## src/rtl/regfile_scoreboard.sv

```systemverilog
// Register file with hardwired-zero x0, write bypass, per-register pending
// (scoreboard) bits with a reservation handshake, and a sequential bulk clear.
module regfile_scoreboard #(
    parameter int WORDSIZE = 64,
    parameter int SIZE     = 32,
    parameter int AW       = 5
) (
    input  logic                clk,
    input  logic                rst_n,
    input  logic [AW-1:0]       rs1,
    input  logic [AW-1:0]       rs2,
    output logic [WORDSIZE-1:0] rs1_out,
    output logic [WORDSIZE-1:0] rs2_out,
    output logic                rs1_busy,
    output logic                rs2_busy,
    input  logic                we,
    input  logic [AW-1:0]       rd,
    input  logic [WORDSIZE-1:0] rd_in,
    input  logic                rsv_valid,
    input  logic [AW-1:0]       rsv_addr,
    output logic                rsv_ready,
    output logic [AW:0]         pend_count,
    input  logic                clr,
    output logic                clr_busy,
    input  logic [AW-1:0]       dbg_addr,
    output logic [WORDSIZE-1:0] dbg_data
);

    localparam logic [0:0]    ST_IDLE  = 1'b0;
    localparam logic [0:0]    ST_CLEAR = 1'b1;
    localparam logic [AW:0]   SIZE_W   = (AW+1)'(SIZE);
    localparam logic [AW-1:0] LAST_IDX = AW'(SIZE - 1);
    localparam logic [AW-1:0] ONE_IDX  = {{(AW-1){1'b0}}, 1'b1};
    localparam logic [AW-1:0] ZERO_IDX = {AW{1'b0}};

    logic [WORDSIZE-1:0] r_regs [SIZE];
    logic [SIZE-1:0]     r_pend;
    logic [AW:0]         r_pend_count;
    logic [0:0]          r_state;
    logic [AW-1:0]       r_clr_idx;
    logic [WORDSIZE-1:0] r_dbg_data;

    logic                w_idle;
    logic                w_wr;
    logic                w_acc;
    logic                w_dec;
    logic [SIZE-1:0]     w_clr_mask;
    logic [SIZE-1:0]     w_set_mask;
    logic [SIZE-1:0]     w_pend_nxt;
    logic [AW:0]         w_cnt_nxt;

    // An address is architecturally live when nonzero and inside the array.
    function automatic logic f_valid(input logic [AW-1:0] a);
        f_valid = (a != ZERO_IDX) && ({1'b0, a} < SIZE_W);
    endfunction

    assign w_idle = (r_state == ST_IDLE);
    assign w_wr   = w_idle && we && f_valid(rd);

    assign rsv_ready = w_idle && (!f_valid(rsv_addr) || !r_pend[rsv_addr] ||
                                  (w_wr && (rd == rsv_addr)));
    assign w_acc     = rsv_valid && rsv_ready && f_valid(rsv_addr);

    // Write clears its pending bit before a same-cycle reservation sets one.
    always_comb begin
        w_dec      = w_wr && r_pend[rd];
        w_clr_mask = w_wr  ? ({{(SIZE-1){1'b0}}, 1'b1} << rd)       : {SIZE{1'b0}};
        w_set_mask = w_acc ? ({{(SIZE-1){1'b0}}, 1'b1} << rsv_addr) : {SIZE{1'b0}};
        w_pend_nxt = (r_pend & ~w_clr_mask) | w_set_mask;
        w_cnt_nxt  = r_pend_count + (AW+1)'(w_acc) - (AW+1)'(w_dec);
    end

    // Read ports: zero for x0/out-of-range, bypass only from an IDLE write.
    always_comb begin
        rs1_out  = {WORDSIZE{1'b0}};
        rs1_busy = 1'b0;
        if (f_valid(rs1)) begin
            rs1_out  = (w_wr && (rd == rs1)) ? rd_in : r_regs[rs1];
            rs1_busy = r_pend[rs1] && !(w_wr && (rd == rs1));
        end else begin
            rs1_out  = {WORDSIZE{1'b0}};
            rs1_busy = 1'b0;
        end
    end

    // Second read port, identical to the first.
    always_comb begin
        rs2_out  = {WORDSIZE{1'b0}};
        rs2_busy = 1'b0;
        if (f_valid(rs2)) begin
            rs2_out  = (w_wr && (rd == rs2)) ? rd_in : r_regs[rs2];
            rs2_busy = r_pend[rs2] && !(w_wr && (rd == rs2));
        end else begin
            rs2_out  = {WORDSIZE{1'b0}};
            rs2_busy = 1'b0;
        end
    end

    // Control FSM, scoreboard bits and clear-sweep index.
    always_ff @(posedge clk or negedge rst_n) begin
        if (!rst_n) begin
            r_state      <= ST_IDLE;
            r_clr_idx    <= ONE_IDX;
            r_pend       <= {SIZE{1'b0}};
            r_pend_count <= {(AW+1){1'b0}};
        end else begin
            case (r_state)
                ST_IDLE: begin
                    if (clr) begin
                        r_state      <= ST_CLEAR;
                        r_pend       <= {SIZE{1'b0}};
                        r_pend_count <= {(AW+1){1'b0}};
                    end else begin
                        r_pend       <= w_pend_nxt;
                        r_pend_count <= w_cnt_nxt;
                    end
                end
                ST_CLEAR: begin
                    if (r_clr_idx == LAST_IDX) begin
                        r_state   <= ST_IDLE;
                        r_clr_idx <= ONE_IDX;
                    end else begin
                        r_clr_idx <= r_clr_idx + ONE_IDX;
                    end
                end
                default: begin
                    r_state   <= ST_IDLE;
                    r_clr_idx <= ONE_IDX;
                end
            endcase
        end
    end

    // Register array: normal writes in IDLE, one zeroing per cycle in CLEAR.
    always_ff @(posedge clk or negedge rst_n) begin
        if (!rst_n) begin
            for (int k = 0; k < SIZE; k++) begin
                r_regs[k] <= {WORDSIZE{1'b0}};
            end
        end else if (w_wr) begin
            r_regs[rd] <= rd_in;
        end else if (r_state == ST_CLEAR) begin
            r_regs[r_clr_idx] <= {WORDSIZE{1'b0}};
        end else begin
            r_regs[0] <= {WORDSIZE{1'b0}};
        end
    end

    // Debug port samples raw array content, no bypass.
    always_ff @(posedge clk or negedge rst_n) begin
        if (!rst_n) begin
            r_dbg_data <= {WORDSIZE{1'b0}};
        end else if (f_valid(dbg_addr)) begin
            r_dbg_data <= r_regs[dbg_addr];
        end else begin
            r_dbg_data <= {WORDSIZE{1'b0}};
        end
    end

    assign pend_count = r_pend_count;
    assign clr_busy   = (r_state == ST_CLEAR);
    assign dbg_data   = r_dbg_data;

endmodule
```

## config.mk

```make
export PLATFORM = sky130hd
export DESIGN_NAME = regfile_scoreboard
export DESIGN_NICKNAME = d
export VERILOG_FILES = /design/src/rtl/regfile_scoreboard.sv
export SDC_FILE = /design/constraint.sdc
export NUM_CORES = 2
export LEC_CHECK = 0
export BUFFER_PORTS_ARGS = -buffer_cell sky130_fd_sc_hd__buf_2
export CAP_MARGIN = 20
export CELL_PAD_IN_SITES_DETAIL_PLACEMENT = 2
export CELL_PAD_IN_SITES_GLOBAL_PLACEMENT = 2
export CORE_MARGIN = 2
export CORE_UTILIZATION = 25
export DETAILED_ROUTE_END_ITERATION = 10
export HOLD_SLACK_MARGIN = 0.12
export PLACE_DENSITY_LB_ADDON = 0.1
export SYNTH_ARGS = -nofsm -noshare
export SYNTH_HDL_FRONTEND = slang
export SYNTH_SLANG_ARGS = --single-unit
```

## constraint.sdc

```tcl
create_clock -name clk -period 8.9 [get_ports clk]
set_clock_uncertainty 0.1 [all_clocks]
set_input_delay 0.445 -clock clk [delete_from_list [all_inputs] [get_ports clk]]
set_output_delay 0.445 -clock clk [all_outputs]
set_load 0.05 [all_outputs]
```

==> summary.md <==
| Metric | Value |
|---|---|
| Routed WL | 703000 µm |
| Delay-heaviest family, CP | buffers and inverters |
| Setup bufs post-CTS | 0 |
| Multiplexer share of the synthesized area | 0.336 |
| Area of the multi-input gates | 68400 µm² |
| Worst-Margin Slew | ~1200 ps |
| Slowest cell on the critical path | dfrtp_4 |
| Clock buffer count from CTS | 299 |
| Worst min-delay path class | in2async |
| Total number of vias | between 90000 and 100k |
| Worst EP required | 8360 ps |
| DR WL/cell | between 40 and 50 µm |
| R2R Path End | r_regs[1949]$_DFFE_PN0P_ |
| Leak pwr | between 60 and 70 nW |
| Critical-path cell list | nor2b_1, o31ai_4, buf_4, nor4_4, buf_12, buf_4, buf_4, o221ai_1, buf_2 |
| First-pass GRT wire length | 974000 µm |
| RD Place Congestion | 0.769 |
| Syn Std Cell Area | 127000 µm² |
| Max Cap Viol | 0 |
| Clock power frac | 0.417 |
| Int Pwr | 19.8 mW |
| Final Instance Area | 147000 µm² |
| Status | finished, final reports clean |
| Worst setup margin | 2980 ps |
| Worst Hold Slack | 132 ps |
| Initial antenna violation count | 63 |
| Seq/Total Area, Yosys | 0.424 |
| Vias in the first global route | 106000 |
| Top_reg_cell synth | dfrtp_1 |
| First drt pass iteration count | 6 |
| Synth Area in XOR/XNOR | 0.00117 |
| Site Rows | 262 |
| Post-synth top cells | 2155 x dfrtp_1, 1985 x a22o_1, 1740 x mux4_2 |
| Peak VDD IR | 181 µV |
| Flops & latches, synth | 2156 |
| Post-synth top area share | 0.423 |
| Global route total overflow | 0 |
| Number of remaining DRC errors | 0 |
| Distinct cells, synth | 64 |
| Die area | roughly 500000 µm² |
| Clock sinks | 2156 |
| Rel. slew slack | 0.203 |
| Detail Placement HPWL | between 300000 and 400000 µm |
| Switching Share | 0.347 |
| Sequential power share | 0.366 |
| Dpl ws | 3440 ps |
| PwrDens | 206 nW/µm² |
| Count leader, synth | dfrtp_1 |
| Cells on worst reg2reg path | 7 |
| Buf/Inv on CP | 5 |
| Endpoints failing setup | 0 |
| Net Sw Power | 10.5 mW |
| Crit path top cell by count | buf_4 |
| Fin util | 0.289 |
| Setup CP Type | reg2out |
| Worst-path maximum fanout | 65 |
| Combinational group share of total power | 0.217 |
| Async SR Flop Fraction | 1.00 |
| CTS tree | yes |
| Final hold vios | 0 |
| Core area | 508000 µm² |
| Worst skew pair latency | approximately 970 ps |
| Gate Count Post-Synth | 8950 |
| Die height | 718 µm |
| Ratio of final minimum period to clock period | 0.665 |
| Adder-cell area share of the yosys netlist | 0.00124 |
| Post-synth EDFFs | 0 |
| Final min period | 5920 ps |
| Clock transition at path regs | ~70 ps |
| Number of port buffers | slightly below 300 |
| Routed Antenna Nets | 0 |
| RR Startpoint | clr_busy$_DFF_PN0_ |
| Layout cells sized above 1 | 0.340 |
| Syn nets | 9056 |
| Synth Area in Compound Gates | 0.171 |
| Worst-case clock buffer depth | 4 |
| Critical path launch point type | flip-flop |
| Filler cells | roughly 52000 |
| Ports | slightly below 300 |
| Final #Nets | 8769 |
| CTS H-Tree Depth | 5 |
| Starting Density | 0.251 |
| Synth warn | 0 |
| Placed insts | 15000 |
| Die X-Extent | roughly 720 µm |
| Area after DPL | 136000 µm² |
| Simple-gate share of the synthesized area | 0.0231 |
| Mean number of vias per cell | approximately 6.3 |
| Max Clk Rate | 169 MHz |
| Flop-to-flop setup slack | 3830 ps |
| Initial detailed-routing violation count | between 10000 and 15000 |
| Sum Neg Setup Slack | 0 ps |
| RSZ-0062 raised after global routing | false |
| Endpoint class of the critical path | output pin |
| Layout Area Growth over Synthesis | 15.2% |
| Max incr delay on CP | 700 ps |
| Global Route Usage Sum | 0.268 |
| CTS root buf | clkbuf_16 |
| Critical Path AT | 5380 ps |
| Yosys top cell by area | dfrtp_1 |
| Slew Viols, Final | 0 |
| Avg Cell Area, Syn | 14.2 µm² |
| FF+latch area | 54000 µm² |
| Largest family of logic cells by synthesized area | multiplexers |
| Layout Cells excl Fill | 15700 |
| Largest net degree at the start of global routing | 150 |
| Total power | 30.2 mW |
| Top cells by area, synth | dfrtp_1 42%, mux4_2 31%, a22o_1 14%, clkbuf_1 2.2%, mux2i_1 1.7% |
-- state kept, by name, summed over array words and instances (netlist names) --
| name | cells |
|---|---|
| pend_count | 6 |
| dbg_data | 64 |
| r_regs | 2048 |
| clr_busy | 1 |
| r_pend | 32 |
| r_clr_idx | 5 |
-- routing by layer --
metal,wire (µm),GRT usage
met5,153,0
met4,29200,0.101
met3,40800,0.0394
met2,328000,0.424
met1,305000,0.373
-- worst max-delay path by stage --
stage,startpoint,to,slack [ps],cells after the start
floorplan,rsv_addr[0],pend_count[4]$_DFFE_PN0N_,5170,15
global placement,rs2[3],rs2_out[50],3510,9
detailed placement,rs2[3],rs2_out[50],3440,9
CTS,clr_busy$_DFF_PN0_,rs1_out[5],2730,8
global route,clr_busy$_DFF_PN0_,rs1_out[36],2840,10
finish,clr_busy$_DFF_PN0_,rs1_out[36],2980,9
-- kinds of logic after synthesis --
kind of cell | Yosys count
buffers and inverters | 1380
multiplexers | 2084
AO/OA/AOI/OAI | 2628
adder cells (fa/ha/maj) | 12
flip-flops | 2156
AND/OR/NAND/NOR | 673
XOR/XNOR | 17
-- power by group through the flow --
stage          Combinational (mW)  Sequential (mW)  Clock, mW
2_1_floorplan                3.27             11.1          0
3_3_place_gp                 6.46             11.2          0
3_5_place_dp                 6.52             11.2          0
4_1_cts                      6.57             11.0       12.9
5_1_grt                      6.73             11.2       13.2
6_report                     6.55             11.1       12.6
-- layout make-up --
type,count,area share
multi-input cells,5414,0.466
flip-flops and latches,2156,0.368
clock buffers,433,0.0598
well taps,6732,0.0574
repair buffers,672,0.0375
clock inverters,103,0.00799
inverters,120,0.00307
diodes,21,0.000358
-- what timing repair did --
item	in CTS	in global routing
endpoints found under the hold margin	2093	0
resized for setup	0	0
hold buffers	80	0
-- placed cells by master, fill, tap and decap left out, drive strengths merged, types with 18 or more instances in the layout --
master	n
mux4	1740
inv	131
and2	67
clkinv	66
o21ai	234
nand2	362
dfrtp	2155
mux2i	221
nor2	154
o221ai	126
clkbuf	434
a22o	1985
a22oi	96
diode	21
buf	591
a21o	18
a21oi	91
o211ai	29
bufinv	19
dlygate4sd3	80
mux2	123
(Power assumes the default switching activity.)
